$ cat src/rtl/mem_arbiter.sv
// ---------------------------------------------------------------------------
// mem_arbiter
//
// Shares one single-port memory between an instruction-fetch port (IF, read
// only) and a load/store port (DM). Only one access is outstanding at a time.
// A tie between the two ports in IDLE goes to the port that was not served
// last. After reset the last grant is IF, so DM wins the first tie.
// A granted access that sees no mem_ready for TIMEOUT busy cycles is aborted
// and reported to its requester with x_err=1.
//
// Ports
//   clk, rst                 clock, synchronous active-high reset
//   if_req, if_addr          fetch request and word address (held until if_done)
//   if_done, if_rdata,       fetch completion pulse, read data, timeout flag
//   if_err
//   dm_req, dm_we, dm_addr,  load/store request (held until dm_done)
//   dm_wdata, dm_be
//   dm_done, dm_rdata,       load/store completion pulse, load data, timeout
//   dm_err
//   if_stall, dm_stall       pipeline hold: x_req & ~x_done
//   mem_req, mem_we,         memory request, driven from the registered fields
//   mem_addr, mem_wdata,     of the granted access
//   mem_be
//   mem_ready, mem_rdata     memory completion; rdata valid while ready=1
//
// TIMEOUT: maximum number of busy cycles without mem_ready, legal 1..255.
// ---------------------------------------------------------------------------
module mem_arbiter #(
  parameter int unsigned TIMEOUT = 64
) (
  input  logic        clk,
  input  logic        rst,

  input  logic        if_req,
  input  logic [31:0] if_addr,
  output logic        if_done,
  output logic [31:0] if_rdata,
  output logic        if_err,

  input  logic        dm_req,
  input  logic        dm_we,
  input  logic [31:0] dm_addr,
  input  logic [31:0] dm_wdata,
  input  logic [3:0]  dm_be,
  output logic        dm_done,
  output logic [31:0] dm_rdata,
  output logic        dm_err,

  output logic        if_stall,
  output logic        dm_stall,

  output logic        mem_req,
  output logic        mem_we,
  output logic [31:0] mem_addr,
  output logic [31:0] mem_wdata,
  output logic [3:0]  mem_be,
  input  logic        mem_ready,
  input  logic [31:0] mem_rdata
);

  typedef enum logic [1:0] {
    IDLE    = 2'd0,
    IF_BUSY = 2'd1,
    DM_BUSY = 2'd2
  } state_t;

  typedef enum logic {
    GRANT_IF = 1'b0,
    GRANT_DM = 1'b1
  } grant_t;

  // The abort fires on the busy cycle whose wait count is TIMEOUT-1, so the
  // access has spent exactly TIMEOUT busy cycles without mem_ready.
  localparam logic [7:0] LAST_WAIT = 8'(TIMEOUT - 1);

  state_t      state_q, state_d;
  grant_t      last_grant_q;
  logic [7:0]  wait_cnt_q;

  logic        mem_we_q;
  logic [31:0] mem_addr_q;
  logic [31:0] mem_wdata_q;
  logic [3:0]  mem_be_q;

  logic        if_done_q, if_err_q;
  logic [31:0] if_rdata_q;
  logic        dm_done_q, dm_err_q;
  logic [31:0] dm_rdata_q;

  logic        if_elig, dm_elig;
  logic        grant_if, grant_dm;
  logic        finish, abort;
  logic        busy;

  // A port in its done cycle is not eligible, so a requester that is slow to
  // drop req cannot be granted the same access twice.
  assign if_elig = if_req & ~if_done_q;
  assign dm_elig = dm_req & ~dm_done_q;
  assign busy    = (state_q != IDLE);

  // -------------------------------------------------------------------------
  // Next-state and grant/completion decode
  // -------------------------------------------------------------------------
  always_comb begin
    // NOTE: every signal assigned here gets a default first; a path that
    // leaves one unassigned would infer a latch.
    state_d  = state_q;
    grant_if = 1'b0;
    grant_dm = 1'b0;
    finish   = 1'b0;
    abort    = 1'b0;

    unique case (state_q)
      IDLE: begin
        if (if_elig && dm_elig) begin
          if (last_grant_q == GRANT_DM) grant_if = 1'b1;
          else                          grant_dm = 1'b1;
        end else if (if_elig) begin
          grant_if = 1'b1;
        end else if (dm_elig) begin
          grant_dm = 1'b1;
        end

        if (grant_if)      state_d = IF_BUSY;
        else if (grant_dm) state_d = DM_BUSY;
      end

      IF_BUSY, DM_BUSY: begin
        if (mem_ready) begin
          finish  = 1'b1;
          state_d = IDLE;
        end else if (wait_cnt_q == LAST_WAIT) begin
          abort   = 1'b1;
          state_d = IDLE;
        end
      end

      default: state_d = IDLE;
    endcase
  end

  // -------------------------------------------------------------------------
  // State register and fairness pointer
  // -------------------------------------------------------------------------
  always_ff @(posedge clk) begin
    if (rst) begin
      state_q      <= IDLE;
      last_grant_q <= GRANT_IF;
    end else begin
      // NOTE: sequential state uses non-blocking assignments so every
      // register samples the pre-edge values regardless of statement order.
      state_q <= state_d;
      if (finish || abort)
        last_grant_q <= (state_q == DM_BUSY) ? GRANT_DM : GRANT_IF;
    end
  end

  // -------------------------------------------------------------------------
  // Request capture, wait counter and completion registers
  // -------------------------------------------------------------------------
  always_ff @(posedge clk) begin
    if (rst) begin
      wait_cnt_q  <= '0;
      mem_we_q    <= 1'b0;
      mem_addr_q  <= '0;
      mem_wdata_q <= '0;
      mem_be_q    <= '0;
      if_done_q   <= 1'b0;
      if_err_q    <= 1'b0;
      if_rdata_q  <= '0;
      dm_done_q   <= 1'b0;
      dm_err_q    <= 1'b0;
      dm_rdata_q  <= '0;
    end else begin
      // Done flags are one-cycle pulses unless a completion sets them below.
      if_done_q <= 1'b0;
      dm_done_q <= 1'b0;

      if (grant_if) begin
        mem_we_q    <= 1'b0;
        mem_addr_q  <= if_addr;
        mem_wdata_q <= '0;
        mem_be_q    <= 4'b1111;
        wait_cnt_q  <= '0;
      end else if (grant_dm) begin
        mem_we_q    <= dm_we;
        mem_addr_q  <= dm_addr;
        mem_wdata_q <= dm_wdata;
        mem_be_q    <= dm_be;
        wait_cnt_q  <= '0;
      end else if (busy && !mem_ready && !abort) begin
        wait_cnt_q  <= wait_cnt_q + 8'd1;
      end

      if (finish || abort) begin
        if (state_q == IF_BUSY) begin
          if_done_q  <= 1'b1;
          if_err_q   <= abort;
          if_rdata_q <= finish ? mem_rdata : 32'd0;
        end else begin
          dm_done_q  <= 1'b1;
          dm_err_q   <= abort;
          // Stores return no data.
          dm_rdata_q <= (finish && !mem_we_q) ? mem_rdata : 32'd0;
        end
      end
    end
  end

  // -------------------------------------------------------------------------
  // Outputs
  // -------------------------------------------------------------------------
  assign mem_req   = busy;
  assign mem_we    = mem_we_q;
  assign mem_addr  = mem_addr_q;
  assign mem_wdata = mem_wdata_q;
  assign mem_be    = mem_be_q;

  assign if_done   = if_done_q;
  assign if_err    = if_err_q;
  assign if_rdata  = if_rdata_q;
  assign dm_done   = dm_done_q;
  assign dm_err    = dm_err_q;
  assign dm_rdata  = dm_rdata_q;

  assign if_stall  = if_req & ~if_done_q;
  assign dm_stall  = dm_req & ~dm_done_q;

endmodule
$ cat config.mk
export PLATFORM = sky130hd
export DESIGN_NAME = mem_arbiter
export DESIGN_NICKNAME = d
export VERILOG_FILES = /design/src/rtl/mem_arbiter.sv
export SDC_FILE = /design/constraint.sdc
export NUM_CORES = 1
export LEC_CHECK = 0
export ABC_AREA = 1
export BUFFER_PORTS_ARGS = -buffer_cell sky130_fd_sc_hd__buf_4
export CORE_MARGIN = 5
export CORE_UTILIZATION = 35
export CTS_CLUSTER_SIZE = 25
export DETAILED_ROUTE_END_ITERATION = 16
export SLEW_MARGIN = 10
export SYNTH_ARGS = -nofsm -noshare
export SYNTH_HDL_FRONTEND = slang
export SYNTH_SLANG_ARGS = --single-unit
$ cat constraint.sdc
create_clock -name clk -period 2.2 [get_ports clk]
set_input_delay 0.55 -clock clk [delete_from_list [all_inputs] [get_ports clk]]
set_output_delay 0.55 -clock clk [all_outputs]
set_load 0.01 [all_outputs]
==> impl_metrics.env, run 1 <==
export IMPL_hpwlAfterDp_um=14440
export IMPL_r2r_start="state_q[1]"
export IMPL_synth_top_area_share_pct=48.09
export IMPL_maximum_number_of_pins_on_one_net_before_global_route_repair=35
export IMPL_max_slew_margin_rel_pct=74.58
export IMPL_core_mm2=0.01730
export IMPL_die_w_um=142.7
export IMPL_vias_in_the_first_global_route=5696
export IMPL_maxClockFrequency_mhz=508.7
export IMPL_total_power_density_per_cell_area_mw_per_mm2=1012
export IMPL_holdPathStages=3
export IMPL_worst_ep_arrival_time_ns=1.42
export IMPL_grt_overflow=0
export IMPL_share_of_the_synthesized_area_in_compound_gates_ao_oa_aoi_oai_pct=9.667
export IMPL_drive_gt1_share_pct=30.39
export IMPL_critical_path_cell_chain="inv_1 > ha_1 > inv_1 > buf_4"
export IMPL_global_route_wire_length_before_repair_um=30290
export IMPL_gp_congestion=0.7986
export IMPL_area_of_the_mapped_netlist_mm2=0.006161
export IMPL_cts_repair_timing_setup_buffer_count=0
export IMPL_post_synth_inst_count=869
export IMPL_finalWirelength_um=19660
export IMPL_synth_simple_gate_area_share_pct=34.14
export IMPL_cts_tree="done"
export IMPL_rrSetupSlack_ns=0.31
export IMPL_antenna_cells=0
export IMPL_yosys_top_cells_area="sky130_fd_sc_hd__dfxtp_1 (48%), sky130_fd_sc_hd__nand2_1 (25%), sky130_fd_sc_hd__a21oi_1 (9.1%)"
export IMPL_clk_latency_ns=0.42
export IMPL_tritoncts_num_sinks=148
export IMPL_grt_usage_pct=18.63
export IMPL_synthDistinctLibCells=29
export IMPL_wire_per_inst_um=14.35
export IMPL_vias=6244
export IMPL_fin_nets=1274
export IMPL_combinational_family_with_the_most_area_after_synthesis="simple AND/OR/NAND/NOR gates"
export IMPL_outcome="complete, no violations"
export IMPL_worstSetupEndpointType="output pin"
export IMPL_critical_path_start_type="register"
export IMPL_route_detailed_drc=0
export IMPL_routed_via_density=4.558
export IMPL_yosys_area_share_xor_xnor_pct=0.7108
export IMPL_reg2regPathDepth=10
export IMPL_setup_viol=0
export IMPL_max_slew_worst_pin_slew_ns=0.3813
export IMPL_path_class="reg2out"
export IMPL_mappedNetlistNets=1011
export IMPL_power_ir_vdd_worst_mv=0.5117
export IMPL_cts_htree_levels=4
export IMPL_final_min_period_over_clock_period_pct=89.35
export IMPL_timing_max_cap_violations=0
export IMPL_crit_cells=4
export IMPL_leakage_nw=4.282
export IMPL_clock_skew_final_ns=0.007438
export IMPL_critical_path_most_common_cell="sky130_fd_sc_hd__inv_1"
export IMPL_setup_tns_ns=0
export IMPL_cts_root_to_sink_buffers=2
export IMPL_timing_critical_path_slowest_cell_delay_ns=0.35
export IMPL_synth_seq_cells=148
export IMPL_critPathRequiredTime_ns=1.65
export IMPL_timing_critical_path_slowest_stage_cell="sky130_fd_sc_hd__dfxtp_1"
export IMPL_critical_path_reg2reg_endpoint="dm_rdata[30]"
export IMPL_hold_worst_slack_ns=0.3838
export IMPL_final_max_slew_violation_count=0
export IMPL_synth_adder_area_share_pct=0.8123
export IMPL_synth_seq_area_share_pct=48.09
export IMPL_critical_path_launch_point="state_q[0]"
export IMPL_critical_path_max_fanout=5
export IMPL_unrepaired_setup_endpoints_after_global_routing="false"
export IMPL_fp_row_count=48
export IMPL_die_h_um=142.7
export IMPL_detail_route_antenna_nets=0
export IMPL_yosysWarningCount=0
export IMPL_setup_worst_path_end="mem_req"
export IMPL_timing_final_crit_period_ns=1.966
export IMPL_cp_buf_inv_count=3
export IMPL_min_delay_path_class="in2reg"
export IMPL_portBuffers=277
export IMPL_drt_pre_antenna_iters=5
export IMPL_total_cts_buffers=17
export IMPL_initial_utilization_pct=35.62
export IMPL_pin_count=278
export IMPL_drt_iter0_drc=339
export IMPL_design_power_total_mw=9.142
export IMPL_cts_root_buffer="sky130_fd_sc_hd__clkbuf_16"
export IMPL_crit_family="buffers and inverters"
export IMPL_syn_avg_cell_area_um2=7.090
export IMPL_floorplan_die_area_mm2=0.02036
export IMPL_antenna_found_initial=1
export IMPL_timing_final_hold_violations=0
export IMPL_final_core_utilization_pct=52.21
export IMPL_clkSlewWorstSetupHoldPaths_ns=0.07
export IMPL_syn2layout_area_growth_pct=46.59
export IMPL_post_synth_top_area_cell="sky130_fd_sc_hd__dfxtp_1"
export IMPL_muxShareOfSynthArea_pct=0
## cell type report
type	count	area, um2
fillers	1811	8265
multi-input cells	643	2801
clock inverters	15	193.9
clock buffers	17	425.4
flip-flops and latches	148	2963
well taps	225	281.5
repair buffers	295	2265
inverters	27	101.3
## where the power goes
part	internal [mW]	switching [mW]	total, mW
clock	1.82	1.24	3.06
sequential	3.08	0.222	3.31
combinational	1.18	1.60	2.78
## cells by family (layout without fill, tap and decap cells)
group / after synthesis / count (layout)
compound gates: 118 / 118
fa+ha+maj: 4 / 4
xor+xnor: 5 / 5
flops: 148 / 148
simple gates: 516 / 516
buf+inv: 78 / 354
## flip-flops by register name (all words and copies together) (netlist names)
name,count
dm_done,1
dm_err,1
dm_rdata,32
if_done,1
if_err,1
if_rdata,32
last_grant_q,1
mem_addr,32
mem_be,4
mem_wdata,32
mem_we,1
state_q,2
wait_cnt_q,8
## repair_timing
action,CTS,global route
endpoints found under the setup margin,0,5
hold buffers,0,0
gates resized for setup,0,1
## placed cells by master (no fill, tap or decap), types with 4 or more instances in the layout
| cell | netlist | routed |
|---|---|---|
| sky130_fd_sc_hd__xor2_1 | 4 | 4 |
| sky130_fd_sc_hd__inv_1 | 25 | 25 |
| sky130_fd_sc_hd__clkinvlp_4 | 0 | 5 |
| sky130_fd_sc_hd__buf_12 | 0 | 4 |
| sky130_fd_sc_hd__nor2_1 | 42 | 42 |
| sky130_fd_sc_hd__nand2_2 | 5 | 5 |
| sky130_fd_sc_hd__inv_6 | 0 | 4 |
| sky130_fd_sc_hd__ha_1 | 4 | 4 |
| sky130_fd_sc_hd__clkbuf_16 | 0 | 17 |
| sky130_fd_sc_hd__dfxtp_1 | 148 | 148 |
| sky130_fd_sc_hd__nand3_1 | 40 | 40 |
| sky130_fd_sc_hd__nand2_1 | 413 | 413 |
| sky130_fd_sc_hd__a21oi_1 | 112 | 112 |
| sky130_fd_sc_hd__buf_4 | 4 | 291 |
| sky130_fd_sc_hd__nor2_4 | 4 | 4 |
## worst register-to-register path: stages, from the launching register on
cell	delay [ns]
sky130_fd_sc_hd__dfxtp_1	0.35
sky130_fd_sc_hd__inv_1	0.07
sky130_fd_sc_hd__ha_1	0.30
sky130_fd_sc_hd__inv_1	0.05
sky130_fd_sc_hd__nor2_2	0.19
sky130_fd_sc_hd__nand3_4	0.16
sky130_fd_sc_hd__nand2_8	0.22
sky130_fd_sc_hd__buf_12	0.22
sky130_fd_sc_hd__nand3_1	0.12
sky130_fd_sc_hd__nand2_1	0.07
sky130_fd_sc_hd__nor2_1	0.04
## per-layer routing
layer  track usage, %  routed length [um]  part of all wire (%)
met2            29.30                9052                    46
met4            4.902                 226                   1.1
met1            23.79                8303                    42
met5                0                  13                 0.066
met3            7.636                2064                    10
## synthesized netlist by cell type
cell type                  instances
sky130_fd_sc_hd__clkbuf_1         12
sky130_fd_sc_hd__nand2_8           1
sky130_fd_sc_hd__inv_1            25
sky130_fd_sc_hd__nor2_1           42
sky130_fd_sc_hd__a31oi_1           1
sky130_fd_sc_hd__buf_6             6
sky130_fd_sc_hd__nand3_2           2
sky130_fd_sc_hd__nand2_4           2
sky130_fd_sc_hd__ha_1              4
sky130_fd_sc_hd__buf_2            24
sky130_fd_sc_hd__nand2_2           5
sky130_fd_sc_hd__nor2_2            3
sky130_fd_sc_hd__o21ai_0           3
sky130_fd_sc_hd__a21oi_2           1
sky130_fd_sc_hd__nand2_1         413
sky130_fd_sc_hd__buf_1             3
sky130_fd_sc_hd__xnor2_1           1
sky130_fd_sc_hd__buf_4             4
sky130_fd_sc_hd__dfxtp_1         148
sky130_fd_sc_hd__a21oi_1         112
sky130_fd_sc_hd__nand4_1           2
sky130_fd_sc_hd__inv_2             2
sky130_fd_sc_hd__nand3b_1          1
sky130_fd_sc_hd__buf_8             2
sky130_fd_sc_hd__nand3_4           1
sky130_fd_sc_hd__nand3_1          40
sky130_fd_sc_hd__xor2_1            4
sky130_fd_sc_hd__o21ai_1           1
sky130_fd_sc_hd__nor2_4            4
## worst min-delay path by stage
stage / start / endpoint
2_1_floorplan: wait_cnt_q[1] / wait_cnt_q[1]
3_3_place_gp: mem_addr[20] / mem_addr[20]
3_5_place_dp: mem_addr[5] / mem_addr[5]
4_1_cts: dm_wdata[0] / mem_wdata[0]
5_1_grt: dm_wdata[25] / mem_wdata[25]
6_report: dm_wdata[30] / mem_wdata[30]
## metrics by stage
step | instances | setup slack, ns | area (um2)
global placement | 1338 | 0.2831 | 8403
detailed placement | 1338 | 0.1964 | 8403
floorplan | 869 | 0.5938 | 6161
CTS | 1370 | 0.1819 | 9022
finish | 1370 | 0.2342 | 9031
global route | 1370 | 0.07102 | 9031
No activity file was read; power rests on OpenSTA's default activity.
==> run 2: changes to the inputs <==
- ABC_AREA: 1 -> unset
==> run 2 against run 1 <==
  * Sequential share of layout area rose by 2.6 points
  * Area after synthesis shrank 12%
  * Sequential power fell by 10%
  * Cell count decreased by 24%
  * Non-clock buffer count is 4 lower
  * Count of clock-buffer cells in the layout is 4 higher
  * Setup slack improved by 0.030 ns
  * Synthesized cell count down 33%
  * Sequential cell count did not move
  * Die area shrank 11%
  * Register-to-register slack worse by 0.05 ns
  * Clock power up 6%
  * Critical path type unchanged
  * Critical endpoint unchanged
  * Largest cell class unchanged
  * Highest routed layer is now met4
==> impl_metrics.env, run 2 <==
export IMPL_outcome="complete, no violations"
export IMPL_setup_worst_path_end="mem_req"
export IMPL_cts_repair_timing_setup_buffer_count=0
export IMPL_cts_tree="done"
export IMPL_max_slew_worst_pin_slew_ns=0.4603
export IMPL_final_cell_mix="sky130_fd_sc_hd__buf_4 (286), sky130_fd_sc_hd__dfxtp_1 (148), sky130_fd_sc_hd__nand2_1 (147)"
export IMPL_initial_utilization_pct=35.74
export IMPL_cts_htree_levels=4
export IMPL_min_delay_path_class="in2reg"
export IMPL_grtUsageMet3_pct=8.569
export IMPL_total_cts_buffers=17
export IMPL_groute_layer_met1_usage_pct=21.69
export IMPL_cell_count_after_placement=1011
export IMPL_number_of_gates_resized_after_cts=0
export IMPL_timing_critical_path_slowest_cell_delay_ns=0.33
export IMPL_power_ir_vdd_worst_mv=0.5032
export IMPL_final_min_period_over_clock_period_pct=88.01
export IMPL_vias=5458
export IMPL_cp_buf_inv_count=4
export IMPL_finalWirelength_um=18010
export IMPL_synth_most_common_cell="sky130_fd_sc_hd__dfxtp_1"
export IMPL_stdcell_count=1041
export IMPL_unrepaired_setup_endpoints_after_global_routing="false"
export IMPL_synth_seq_area_share_pct=54.54
export IMPL_final_setup_worst_slack_ns=0.2638
export IMPL_fp_row_count=45
export IMPL_die_h_um=134.6
export IMPL_wire_per_inst_um=17.30
export IMPL_leakage_nw=3.667
export IMPL_global_route_usage_met2_pct=33.24
export IMPL_dpl_worst_slack_ns=0.2121
export IMPL_syn_avg_cell_area_um2=9.287
export IMPL_die_w_um=134.6
export IMPL_r2r_start="state_q[0]"
export IMPL_global_route_wire_length_before_repair_um=28340
export IMPL_core_mm2=0.01520
export IMPL_postSynth_asyncResetShare_pct=0
export IMPL_seq_area_mm2=0.002963
export IMPL_dominantRegCellSynth="sky130_fd_sc_hd__dfxtp_1"
export IMPL_post_synth_inst_count=585
export IMPL_reg2regPathDepth=6
export IMPL_syn2layout_area_growth_pct=54.12
export IMPL_gp_congestion=0.8205
export IMPL_hpwlAfterDp_um=13120
export IMPL_path_class="reg2out"
export IMPL_floorplan_die_area_mm2=0.01811
export IMPL_nFillCells=1364
export IMPL_mappedNetlistNets=727
export IMPL_crit_family="buffers and inverters"
export IMPL_layout_commonest_cell="sky130_fd_sc_hd__buf_4"
export IMPL_synthTopCellsByCount="sky130_fd_sc_hd__dfxtp_1 (148), sky130_fd_sc_hd__nand2_1 (147), sky130_fd_sc_hd__a32o_1 (62), sky130_fd_sc_hd__a21oi_1 (42), sky130_fd_sc_hd__clkbuf_1 (42)"
export IMPL_routed_via_density=5.243
export IMPL_synth_enable_flop_cells=0
export IMPL_maxClockFrequency_mhz=516.5
export IMPL_critical_path_cell_chain="inv_1 > ha_1 > buf_4 > inv_1 > buf_4"
export IMPL_critical_path_launch_point="state_q[0]"
export IMPL_timing_max_cap_violations=0
export IMPL_pin_count=278
export IMPL_area_of_the_mapped_netlist_mm2=0.005433
export IMPL_critical_path_max_fanout=6
export IMPL_drt_pre_antenna_iters=5
export IMPL_cts_root_to_sink_buffers=2
export IMPL_synth_top_area_share_pct=54.54
export IMPL_synthDistinctLibCells=36
export IMPL_critical_path_reg2reg_endpoint="wait_cnt_q[5]"
export IMPL_post_synth_top_area_cell="sky130_fd_sc_hd__dfxtp_1"
export IMPL_setup_tns_ns=0
export IMPL_hold_worst_slack_ns=0.3670
export IMPL_max_slew_margin_rel_pct=69.32
export IMPL_multi_input_comb_area_mm2=0.002240
export IMPL_cts_hold_buf=0
export IMPL_crit_cells=5
export IMPL_grt_busiest_layer="met2"
export IMPL_maximum_number_of_pins_on_one_net_before_global_route_repair=70
export IMPL_route_detailed_drc=0
export IMPL_rrSetupSlack_ns=0.26
export IMPL_portBuffers=277
export IMPL_setup_viol=0
export IMPL_total_power_density_per_cell_area_mw_per_mm2=895.5
export IMPL_placedInstanceArea_mm2=0.007711
export IMPL_final_max_slew_violation_count=0
export IMPL_tritoncts_num_sinks=148
export IMPL_fin_nets=984
export IMPL_vias_in_the_first_global_route=5530
export IMPL_grt_overflow=0
export IMPL_yosysWarningCount=0
export IMPL_clk_latency_ns=0.41
export IMPL_cts_root_buffer="sky130_fd_sc_hd__clkbuf_16"
export IMPL_critical_path_start_type="register"
export IMPL_synth_seq_cells=148
export IMPL_timing_final_crit_period_ns=1.936
export IMPL_design_area_mm2=0.008373
export IMPL_clkSlewWorstSetupHoldPaths_ns=0.05
export IMPL_critPathRequiredTime_ns=1.65
export IMPL_drt_iter0_drc=249
export IMPL_worstSetupEndpointType="output pin"
export IMPL_antenna_found_initial=0
export IMPL_yosys_top_cells_area="sky130_fd_sc_hd__dfxtp_1 (55%), sky130_fd_sc_hd__a32o_1 (11%), sky130_fd_sc_hd__nand2_1 (10%)"
export IMPL_worst_ep_arrival_time_ns=1.39
export IMPL_antenna_cells=0
export IMPL_drive_gt1_share_pct=38.22
export IMPL_grt_usage_pct=19.58
export IMPL_timing_critical_path_slowest_stage_cell="sky130_fd_sc_hd__dfxtp_1"
export IMPL_clock_skew_final_ns=0.007809
export IMPL_detail_route_antenna_nets=0
export IMPL_timing_final_hold_violations=0
-- run 2: worst min path at each step --
stage,from,end,slack (ns),cells past startpoint
6_report,mem_ready,dm_err,0.37,2
5_1_grt,mem_rdata[4],dm_rdata[4],0.37,2
4_1_cts,mem_ready,dm_err,0.34,2
3_5_place_dp,mem_wdata[2],mem_wdata[2],0.45,2
3_3_place_gp,mem_wdata[22],mem_wdata[22],0.44,2
2_1_floorplan,wait_cnt_q[7],wait_cnt_q[7],0.45,2
-- run 2: layout make-up --
type                            count  share of cell area, %
Sequential cell                   148                  35.39
Timing Repair Buffer              291                  26.84
Multi-Input combinational cell    377                  26.75
Clock buffer                       21                  5.499
Tap cell                          188                  2.809
Clock inverter                      9                  2.406
Inverter                            7                 0.3138
-- run 2: logic make-up (layout without fill, tap and decap cells) --
kind of cell | Yosys count | after routing | share of synthesized area, %
DFF | 148 | 148 | 54.54
muxes | 2 | 2 | 0.3685
AOI/OAI and AO/OA | 160 | 160 | 23.51
adders and majority gates | 4 | 4 | 0.9213
and+or+nand+nor | 209 | 209 | 15.75
xor gates and xnor gates | 2 | 2 | 0.3225
buffers and inverters | 60 | 328 | 4.583
-- run 2: layer usage --
| metal | vias to the layer above | wire length (um) |
|---|---|---|
| li1 | 2629 | - |
| met1 | 2565 | 6743 |
| met2 | 232 | 8867 |
| met3 | 32 | 1919 |
| met4 | 0 | 481 |
| met5 | - | 0 |
-- run 2: report_power, final --
group | internal (mW) | switching [mW] | leakage, nW
logic | 0.610 | 0.672 | 2.14
registers | 2.87 | 0.107 | 1.21
clock network | 2.17 | 1.06 | 0.319
-- run 2: per-stage QoR --
stage	power [mW]	utilization (%)
6_report	7.498	55.08
5_1_grt	7.831	55.08
4_1_cts	7.585	55.08
3_5_place_dp	4.334	50.72
3_3_place_gp	4.310	50.72
2_1_floorplan	3.631	-
